===== src/rtl/ram_program_loader.sv =====
// Program loader: streams bytes into the program RAM, optionally reads them back
// to verify the checksum, and holds the CPU in reset until a load has passed.
module ram_program_loader #(
  parameter int ADDR_W    = 4,
  parameter int DATA_W    = 8,
  parameter int WE_CYC    = 1,
  parameter int RD_LAT    = 1,
  parameter int VERIFY_EN = 1
) (
  input  logic              clk,
  input  logic              reset,
  input  logic              start,
  input  logic [ADDR_W-1:0] base_addr,
  input  logic [ADDR_W:0]   length,
  input  logic [DATA_W-1:0] in_data,
  input  logic              in_valid,
  output logic              in_ready,
  output logic [ADDR_W-1:0] ram_addr,
  output logic [DATA_W-1:0] ram_wdata,
  output logic              ram_we,
  output logic              ram_ce,
  input  logic [DATA_W-1:0] ram_rdata,
  output logic              cpu_hold,
  output logic              busy,
  output logic              done,
  output logic              err,
  output logic [DATA_W-1:0] checksum
);

  typedef enum logic [2:0] {
    IDLE, CHECK, LOAD, WRITE, RD_ISSUE, RD_WAIT, DONE, ERROR
  } state_t;

  localparam logic [ADDR_W+1:0] DEPTH   = (ADDR_W+2)'(2**ADDR_W);
  localparam logic [7:0]        WE_LAST = 8'(WE_CYC - 1);
  localparam logic [7:0]        RD_LAST = 8'(RD_LAT - 1);

  state_t            state, state_nx;
  logic [ADDR_W-1:0] base_q, ptr;
  logic [ADDR_W:0]   len_q, cnt, cnt_inc;
  logic [DATA_W-1:0] rsum, rsum_nx;
  logic [7:0]        cyc;
  logic [ADDR_W+1:0] end_addr;
  logic              start_go, take, wr_last, rd_last, last_word;

  function automatic logic [DATA_W-1:0] csum_add(input logic [DATA_W-1:0] a,
                                                 input logic [DATA_W-1:0] b);
    return a + b;
  endfunction

  // Widened so base+length cannot overflow before the range check.
  assign end_addr  = (ADDR_W+2)'(base_q) + (ADDR_W+2)'(len_q);
  assign cnt_inc   = cnt + (ADDR_W+1)'(1);
  assign last_word = (cnt_inc == len_q);
  assign rsum_nx   = csum_add(rsum, ram_rdata);
  assign ram_addr  = ptr;

  always_ff @(posedge clk or negedge reset) begin
    if (!reset) state <= IDLE;
    else        state <= state_nx;
  end

  always_comb begin
    state_nx = state;
    in_ready = 1'b0;
    ram_we   = 1'b0;
    ram_ce   = 1'b0;
    busy     = 1'b1;
    done     = 1'b0;
    err      = 1'b0;
    cpu_hold = 1'b1;
    start_go = 1'b0;
    take     = 1'b0;
    wr_last  = 1'b0;
    rd_last  = 1'b0;
    case (state)
      IDLE: begin
        busy = 1'b0;
        if (start) begin
          start_go = 1'b1;
          state_nx = CHECK;
        end
      end
      CHECK: begin
        if (len_q == '0 || end_addr > DEPTH) state_nx = ERROR;
        else                                 state_nx = LOAD;
      end
      LOAD: begin
        in_ready = 1'b1;
        if (in_valid) begin
          take     = 1'b1;
          state_nx = WRITE;
        end
      end
      WRITE: begin
        ram_we = 1'b1;
        if (cyc == WE_LAST) begin
          wr_last = 1'b1;
          if (last_word) state_nx = (VERIFY_EN != 0) ? RD_ISSUE : DONE;
          else           state_nx = LOAD;
        end
      end
      RD_ISSUE, RD_WAIT: begin
        ram_ce = 1'b1;
        if (cyc == RD_LAST) begin
          rd_last = 1'b1;
          // rsum_nx already includes the word being sampled this cycle.
          if (last_word) state_nx = (rsum_nx == checksum) ? DONE : ERROR;
          else           state_nx = RD_ISSUE;
        end else begin
          state_nx = RD_WAIT;
        end
      end
      DONE: begin
        busy     = 1'b0;
        cpu_hold = 1'b0;
        done     = 1'b1;
        if (start) begin
          start_go = 1'b1;
          state_nx = CHECK;
        end
      end
      ERROR: begin
        busy = 1'b0;
        err  = 1'b1;
        if (start) begin
          start_go = 1'b1;
          state_nx = CHECK;
        end
      end
      default: state_nx = IDLE;
    endcase
  end

  always_ff @(posedge clk or negedge reset) begin
    if (!reset) begin
      base_q    <= '0;
      len_q     <= '0;
      ptr       <= '0;
      cnt       <= '0;
      cyc       <= '0;
      ram_wdata <= '0;
      checksum  <= '0;
      rsum      <= '0;
    end else begin
      if (start_go) begin
        base_q   <= base_addr;
        len_q    <= length;
        ptr      <= base_addr;
        cnt      <= '0;
        checksum <= '0;
        rsum     <= '0;
      end
      if (take) begin
        ram_wdata <= in_data;
        checksum  <= csum_add(checksum, in_data);
      end
      if (wr_last || rd_last || state_nx != state) cyc <= '0;
      else if (ram_we || ram_ce)                   cyc <= cyc + 8'd1;
      // Rewind to base after the last write so read-back starts at the block head.
      if (wr_last) begin
        if (last_word) begin
          ptr <= base_q;
          cnt <= '0;
        end else begin
          ptr <= ptr + ADDR_W'(1);
          cnt <= cnt_inc;
        end
      end
      if (rd_last) begin
        rsum <= rsum_nx;
        ptr  <= ptr + ADDR_W'(1);
        cnt  <= cnt_inc;
      end
    end
  end

endmodule


===== config.mk =====
export PLATFORM = sky130hd
export DESIGN_NAME = ram_program_loader
export DESIGN_NICKNAME = d
export VERILOG_FILES = /design/src/rtl/ram_program_loader.sv
export SDC_FILE = /design/constraint.sdc
export NUM_CORES = 1
export LEC_CHECK = 0
export ABC_CLOCK_PERIOD_IN_PS = 2300
export CORE_MARGIN = 2
export CORE_UTILIZATION = 35
export DETAILED_ROUTE_END_ITERATION = 7
export PLACE_DENSITY_LB_ADDON = 0.08
export SLEW_MARGIN = 20
export SYNTH_ARGS = -nofsm -noshare
export SYNTH_HDL_FRONTEND = slang
export SYNTH_SLANG_ARGS = --single-unit

===== constraint.sdc =====
create_clock -name clk -period 2.3 [get_ports clk]
set_input_delay 0.345 -clock clk [delete_from_list [all_inputs] [get_ports clk]]
set_output_delay 0.345 -clock clk [all_outputs]
set_load 0.05 [all_outputs]

# == Word level (Yosys, flattened, before mapping) ==
# Index checks and enable logic that the tools add are counted.
# classes
n_addsub,6
magnitude_cmp,1
eq_ne,10
n_mux,36
reduce_logical,13
# op_table
cell,n
8-bit two-way mux,5
5-bit two-way mux,4
3-bit two-way mux,6
8-bit adder,2
4-bit two-way mux,4
1-bit two-way mux,15
3-bit one-hot mux with 5 select lines,1
"3-bit == test, second input constant",4
"8-bit by 1-bit adder with 8-bit output, second input constant",1
8-bit == test,1
8-bit zero test,1
4-bit by 5-bit adder with 6-bit output,1
"3-bit by 2-bit == test with 1-bit output, second input constant",2
"6-bit by 5-bit > comparator with 1-bit output, second input constant",1
2-bit nonzero test,3
"5-bit by 1-bit adder with 5-bit output, second input constant",1
5-bit == test,1
5-bit zero test,1
"4-bit by 1-bit adder with 4-bit output, second input constant",1
1-bit logical OR,4
"3-bit by 1-bit == test with 1-bit output, second input constant",1
3-bit zero test,1
3-bit != test,1
3-bit nonzero test,1
other kinds (3),3
# word_totals
register_bits,53
input_bits,29
out_inout_bits,27
word_cells,75

# == Logic depth before layout (Yosys ltp) ==
# Gate-level depths: netlist of run 1.
# logic_depth
word_depth,9
ltp_mapped,11
depth_no_buf,9

# == Worst setup path after synthesis of run 1 ==
# OpenSTA, ideal clock, no wires.
# synth_timing
kind,register to register
startpoint,register checksum[1]
endpoint,register checksum[7]
setup_time_ps,150
arrival_ps,2177
t_required_ps,2150
setup_slack_ps,-27
stages_incl_launch_ff,8
path_buffers,0
period_less_slack_ps,2327
path_cell_list,dfrtp_1 ha_1 a21o_1 a21oi_1 o211ai_1 nand3_1 or3b_2 mux2i_1
# synth_between
elab_chain_len,2
# synth_lines
item,line,rtl
from (decl),27,output logic [DATA_W-1:0] checksum
from (signal assigned),156,"checksum <= csum_add(checksum, in_data);"
8-bit adder,48,return a + b;
8-bit two-way mux,154,if (take) begin
# No other way between the ends.
# A chain may end at the register's enable or synchronous reset.

# == Worst setup path after layout of run 1 ==
# layout_timing
startpoint,input ram_rdata[1]
endpoint,register state[0]
# layout_between
elab_chain_len,6
# layout_lines
item,line,rtl
from (decl),22,"input logic [DATA_W-1:0] ram_rdata,"
8-bit adder,48,
8-bit == test,108,if (last_word) state_nx = (rsum_nx == checksum) ? DONE : ERROR;
1-bit two-way mux,108,
2-bit two-way mux,108,
3-bit two-way mux,105,if (cyc == RD_LAST) begin
3-bit one-hot mux with 5 select lines,76,case (state)
net state_nx[0],38,"state_t state, state_nx;"
to (signal assigned),60,else state <= state_nx;
to (decl),38,
# The timed path passes the listed nets, and every way through them passes these cells.

==> results.py, run 1 <==
metrics = {
    "run_status": {
        "outcome": "completed",
    },
    "detailed_routing": {
        "routed_wl_um": 8915,
        "vias_per_cell": 5.000,
        "num_vias": 3090,
        "firstDrtPassIters": 4,
        "wl_per_cell_um": 14.43,
        "dr.first_iter.drc_count": 82,
        "drtAntennaViolNets": 0,
        "drc_errors": 0,
    },
    "logic_synthesis": {
        "ys_seq_elements": 53,
        "seq_area_frac_synth": 0.3721,
        "synthFlopType": "dfrtp_1",
        "avgSynthCellArea_um2": 9.094,
        "ys_async_sr_fraction": 1.000,
        "synth_nets": 446,
        "synth_edf_count": 0,
        "ys_types": 58,
        "ys.warnings.count": 0,
        "synth_area_um2": 3565,
        "synthCells": 392,
    },
    "pwr": {
        "p_int_uw": 3440,
        "p_clk_frac": 0.079,
        "combPwrFrac": 0.669,
        "p_leak_uw": 0.002186,
        "p_seq_frac": 0.252,
        "vdd_drop_max_mv": 0.6457,
        "p_total_uw": 6541,
        "power.density_nw_per_um2": 1395,
        "netSwitchingFraction": 0.4741,
        "switchingPower_uw": 3101,
    },
    "floorplanning": {
        "dieHeight_um": 104.9,
        "rows": 36,
        "io_pins": 56,
        "dieWidth_um": 104.9,
        "core_area_um2": 9819,
        "die-area_um2": 11010,
        "start_util": 0.3630,
    },
    "grt": {
        "grt_max_degree": 25,
        "grt_pass1_vias": 3116,
        "overflow": 0,
        "gr-usage-all-layers": 0.1709,
        "antenna_found_initial": 0,
        "grt_pass1_wl_um": 15250,
    },
    "layout": {
        "register_area_um2": 1328,
        "drive_above_1_share": 0.1835,
        "final_nets": 539,
        "syn2layout_area_growth_pct": 31.52,
        "fillerInstances": 1004,
        "multi_input_area_um2": 2126,
        "num_antenna_cells": 0,
    },
    "worst_setup_path": {
        "cp.required_ns": 2.54,
        "reg2reg_depth": 7,
        "end_kind": "flop",
        "crit_arrival_ns": 2.48,
        "critPathLaunchType": "input pin",
        "worstPathMaxFanout": 5,
        "critical_path_class": "in2reg",
    },
    "sta": {
        "max_freq_mhz": 447.5,
        "setup_tns_ns": 0,
        "tightest_slew_ns": 0.5280,
        "slew_headroom": 0.6469,
        "finalHoldViolations": 0,
        "fin_skew_ns": 0.01851,
        "period_needed_ns": 2.234,
        "drv_slew": 0,
        "setup_viol": 0,
        "rsz0062_at_grt": "yes",
        "post-route-period-util": 0.9715,
        "hold_slack_ns": 0.4726,
    },
    "job": {
        "cap_violations": 0,
    },
    "min_path": {
        "hp-class": "in2async",
    },
    "cts": {
        "tritoncts": "done",
        "cts_buffer_depth": 2,
        "h-tree-depth": 2,
        "cts_made_buffers": 5,
        "clk_pin_slew_ns": 0.10,
        "cts_sinks": 53,
        "clockRootBuffer": "clkbuf_8",
        "clk_latency_ns": 0.32,
    },
    "placement": {
        "io_buffers": 55,
        "place_congestion": 0.8202,
        "dp_hpwl_um": 6891,
    },
}
==> worst max-delay path, stage by stage <==
cell and delay [ns]:
clkdlybuf4s50_1 0.42, ha_1 0.30, a211o_1 0.34, and3_1 0.24, nor4_1 0.31, nor4_2 0.09
and4_1 0.23, a211oi_2 0.20
==> layer usage <==
| layer | GRT usage | part of all wire | wire length, um | up-vias |
|---|---|---|---|---|
| li1 | - | - | - | 1575 |
| met1 | 0.2503 | 0.52 | 4598 | 1457 |
| met2 | 0.2579 | 0.44 | 3928 | 50 |
| met3 | 0.03244 | 0.032 | 282 | 8 |
| met4 | 0.04476 | 0.012 | 106 | 0 |
| met5 | 0 | 0 | 0 | - |
==> sequential cells by signal, summed over array words and instances (netlist names), 4 cells and up <==
signal / count
ram_wdata: 8
ram_addr: 4
checksum: 8
cyc: 8
base_q: 4
cnt: 5
len_q: 5
rsum: 8
==> metrics by stage <==
step           cells  setup slack (ns)  cell area (um2)  utilization
2_1_floorplan    392           0.09825             3566            -
3_3_place_gp     609           -0.2613             4537       0.4620
3_5_place_dp     609           -0.3000             4537       0.4620
4_1_cts          617          0.006940             4624       0.4709
5_1_grt          618          -0.07503             4688       0.4774
6_report         618           0.06552             4688       0.4774
==> repair_timing <==
action,in CTS,in global routing
buffers inserted,0,1
endpoints found under the setup margin,0,6
resized for setup,0,13
hold buffers,1,0
hold endpoints to repair,10,0
==> final cells by class <==
cell class / instances / share of cell area
repair buffers: 102 / 0.1930
clock buffers: 6 / 0.01548
flip-flops and latches: 53 / 0.2832
multi-input cells: 300 / 0.4534
clock inverters: 1 / 0.001068
inverters: 23 / 0.01841
well taps: 133 / 0.03550
==> Yosys cell counts (8+ instances only) <==
cell type | n | share of area
a21oi_1 | 18 | 0.025
a22o_1 | 8 | 0.020
clkbuf_1 | 9 | 0.0095
dfrtp_1 | 53 | 0.37
ha_1 | 22 | 0.077
inv_1 | 23 | 0.024
mux2_2 | 10 | 0.032
nand2_1 | 48 | 0.051
nand3_1 | 15 | 0.021
nor2_1 | 30 | 0.032
nor3_1 | 8 | 0.011
o21ai_0 | 16 | 0.022
xnor2_1 | 18 | 0.044
xor2_1 | 11 | 0.027
==> power by group through the flow <==
stage / registers, uW / logic (uW) / clock network (uW)
floorplan: 2060 / 2450 / 0
global placement: 1660 / 4240 / 0
detailed placement: 1660 / 4270 / 0
CTS: 1650 / 4300 / 547
global route: 1710 / 4840 / 587
finish: 1650 / 4380 / 517
==> path summary, 6_finish.rpt <==
kind	start	endpoint	slack [ns]
max	ram_rdata[1]	state[0]	0.07
min	reset	checksum[6]	0.47
max reg2reg	cnt[1]	cnt[0]	0.11
min reg2reg	rsum[7]	rsum[7]	0.50
max in group asynchronous	reset	ram_addr[2]	1.23
min in group clk	rsum[7]	rsum[7]	0.50
==> layout by cell type, fill, tap and decap left out, types with 4 or more instances in the layout <==
cell	synthesis	routed
buf_4	1	50
a22o_1	8	8
clkbuf_8	0	5
ha_1	22	21
o22ai_1	5	5
and2_1	5	4
nor2_1	30	30
xor2_1	11	11
nand3_1	15	15
nand4_1	6	6
inv_1	23	23
nand2b_1	5	5
nor3_1	8	8
a21oi_1	18	17
mux2_2	10	10
nor2b_1	5	5
o21ai_0	16	16
and3_1	4	4
xnor2_1	18	16
clkdlybuf4s50_1	0	47
dfrtp_1	53	52
a21o_1	7	7
nand2_1	48	48
==> kinds of logic (layout without fill, tap and decap cells) <==
family / count (synthesis) / count (layout) / synth area share
mux: 13 / 13 / 0.04001
buf+inv: 39 / 132 / 0.04563
flops: 53 / 53 / 0.3721
fa+ha+maj: 26 / 26 / 0.09688
compound gates: 88 / 88 / 0.1685
xor+xnor: 31 / 31 / 0.08424
simple gates: 142 / 142 / 0.1927
No activity file was read; power rests on OpenSTA's default activity.
==> run 2: changes to the inputs <==
--- a/config.mk
+++ b/config.mk
@@ -5,7 +5,6 @@
 export SDC_FILE = /design/constraint.sdc
 export NUM_CORES = 1
 export LEC_CHECK = 0
-export ABC_CLOCK_PERIOD_IN_PS = 2300
 export CORE_MARGIN = 2
 export CORE_UTILIZATION = 35
 export DETAILED_ROUTE_END_ITERATION = 7
==> results of run 2 <==
No change in the layout: final DEF, timing and power equal those of run 1.
==> run 3: changes to the inputs <==
--- a/config.mk
+++ b/config.mk
@@ -7,6 +7,8 @@
 export LEC_CHECK = 0
 export CORE_MARGIN = 2
 export CORE_UTILIZATION = 35
+export CTS_BUF_LIST = sky130_fd_sc_hd__clkbuf_16
+export CTS_CLUSTER_DIAMETER = 30
 export DETAILED_ROUTE_END_ITERATION = 7
 export PLACE_DENSITY_LB_ADDON = 0.08
 export SLEW_MARGIN = 20
==> run 3 against run 2 <==
Worst hold slack better by 0.021 ns. Sequential share of layout area is 0.50 points lower. Clock power is 41% higher. Maximum frequency is 0.24% higher. Via count hardly changed. Core utilization is 0.87 points higher. Highest routed layer unchanged. Critical path depth is 3 higher. Non-clock buffer count is 1 higher.
==> results.py, run 3 (synthesized netlist as in run 1, its figures left out) <==
metrics = {
    "run_status": {
        "outcome": "completed",
    },
    "worst_setup_path": {
        "slowest_delay_ns": 0.46,
        "end_kind": "flop",
        "startpoint": "ram_rdata[0]",
        "rrSetupSlack_ns": 0.12,
        "cp_cell_sequence": "clkdlybuf4s50_1 -> ha_2 -> inv_1 -> fa_2 -> nand2b_4 -> a21oi_2 -> buf_6 -> maj3_1 -> o22ai_1 -> and4_1 -> a211oi_2",
        "slowest_stage": "clkdlybuf4s50_1",
        "critical_path_class": "in2reg",
        "path_delay_family": "adder cells",
        "crit_arrival_ns": 2.45,
        "critPathLaunchType": "input pin",
        "cp_num_buf_inv": 3,
        "cp.required_ns": 2.52,
        "worstPathMaxFanout": 7,
        "r2r_start": "cnt[1]",
    },
    "grt": {
        "overflow": 0,
        "grt_pass1_vias": 3116,
        "antenna_found_initial": 0,
        "grt_max_degree": 25,
        "grt_pass1_wl_um": 15300,
        "gr-usage-all-layers": 0.1712,
    },
    "min_path": {
        "hp-class": "reg2reg",
        "min_from": "rsum[7]",
    },
    "floorplanning": {
        "core_area_um2": 9819,
        "dieWidth_um": 104.9,
        "rows": 36,
        "io_pins": 56,
        "die-area_um2": 11010,
        "dieHeight_um": 104.9,
        "start_util": 0.3630,
    },
    "layout": {
        "syn2layout_area_growth_pct": 33.91,
        "final_nets": 540,
        "mostFrequentLayoutCell": "dfrtp_1",
        "final_cell_mix": "dfrtp_1, buf_4, nand2_1",
        "drive_above_1_share": 0.1872,
        "num_antenna_cells": 0,
        "final_cells": 619,
    },
    "pwr": {
        "p_leak_uw": 0.002234,
        "p_total_uw": 6804,
        "power.density_nw_per_um2": 1425,
        "vdd_drop_max_mv": 0.6039,
    },
    "cts": {
        "clockRootBuffer": "clkbuf_16",
        "clk_pin_slew_ns": 0.07,
        "clk_latency_ns": 0.29,
        "cts_made_buffers": 5,
        "cts_buffer_depth": 2,
        "tritoncts": "done",
        "h-tree-depth": 2,
        "cts_sinks": 53,
    },
    "sta": {
        "hold_slack_ns": 0.4937,
        "period_needed_ns": 2.229,
        "tightest_slew_ns": 0.5281,
        "slew_headroom": 0.6469,
        "max_freq_mhz": 448.6,
        "drv_slew": 0,
        "setup_viol": 0,
        "fin_skew_ns": 0.01050,
        "rsz0062_at_grt": "yes",
        "finalHoldViolations": 0,
        "post-route-period-util": 0.9692,
    },
    "placement": {
        "io_buffers": 55,
        "dp.cells": 609,
        "dp_hpwl_um": 6891,
        "place_congestion": 0.8202,
    },
    "detailed_routing": {
        "vias_per_cell": 4.989,
        "drc_errors": 0,
        "firstDrtPassIters": 4,
        "num_vias": 3088,
        "routed_wl_um": 8970,
        "dr.first_iter.drc_count": 96,
        "wl_per_cell_um": 14.49,
        "drtAntennaViolNets": 0,
    },
    "job": {
        "cap_violations": 0,
    },
}
run 3: cell types whose count changed in the layout (fill, tap and decap cells not counted), sizes merged:
cell / delta
inv: +1
clkbuf: -1
buf: +1
run 3: metal layers:
metal  vias up  GRT usage  routed length, um  part of all wire
li1       1580          -                  -                 -
met2        51     0.2602               3971              0.44
met1      1448     0.2499               4586              0.51
met4         0    0.04286                104             0.012
met3         9    0.03244                308             0.034
met5         -          0                  0                 0
run 3: area by class of cell:
cell class	count	area, um2
clock buffers	5	125.1
clock inverters	2	8.758
fillers	992	5046
inverters	23	86.33
multi-input cells	300	2147
flip-flops and latches	53	1328
well taps	133	166.4
repair buffers	103	912.1
run 3: what timing repair did:
item | CTS | global route
hold endpoints to repair | 10 | 0
hold buffers | 1 | 0
gates resized for setup | 0 | 15
endpoints found under the setup margin | 0 | 6
setup buffers | 0 | 2
run 3: stage by stage:
stage               area, um2  setup WS [ns]    util  setup TNS, ns
detailed placement       4537        -0.3000  0.4620         -1.101
global route             4773       -0.08892  0.4861       -0.09685
finish                   4773        0.07087  0.4861              0
floorplan                3566        0.09825       -              0
global placement         4537        -0.2613  0.4620        -0.9786
CTS                      4681        0.01205  0.4767              0
run 3: path summary, 6_finish.rpt:
path | end | cells after the start
max in group asynchronous | checksum[1] | 3
worst min register to register | rsum[7] | 1
min in group asynchronous | checksum[6] | 2
worst max register to register | cnt[0] | 7
worst min-delay path | rsum[7] | 1
worst max-delay path | state[0] | 11
run 3: report_power, final:
| part | internal, uW | total, uW | switching, uW | leakage (uW) |
|---|---|---|---|---|
| clock network | 393 | 729 | 336 | 0.0000709 |
| logic | 1980 | 4430 | 2450 | 0.00148 |
| registers | 1280 | 1650 | 363 | 0.000680 |
| total | 3650 | 6800 | 3150 | 0.00223 |
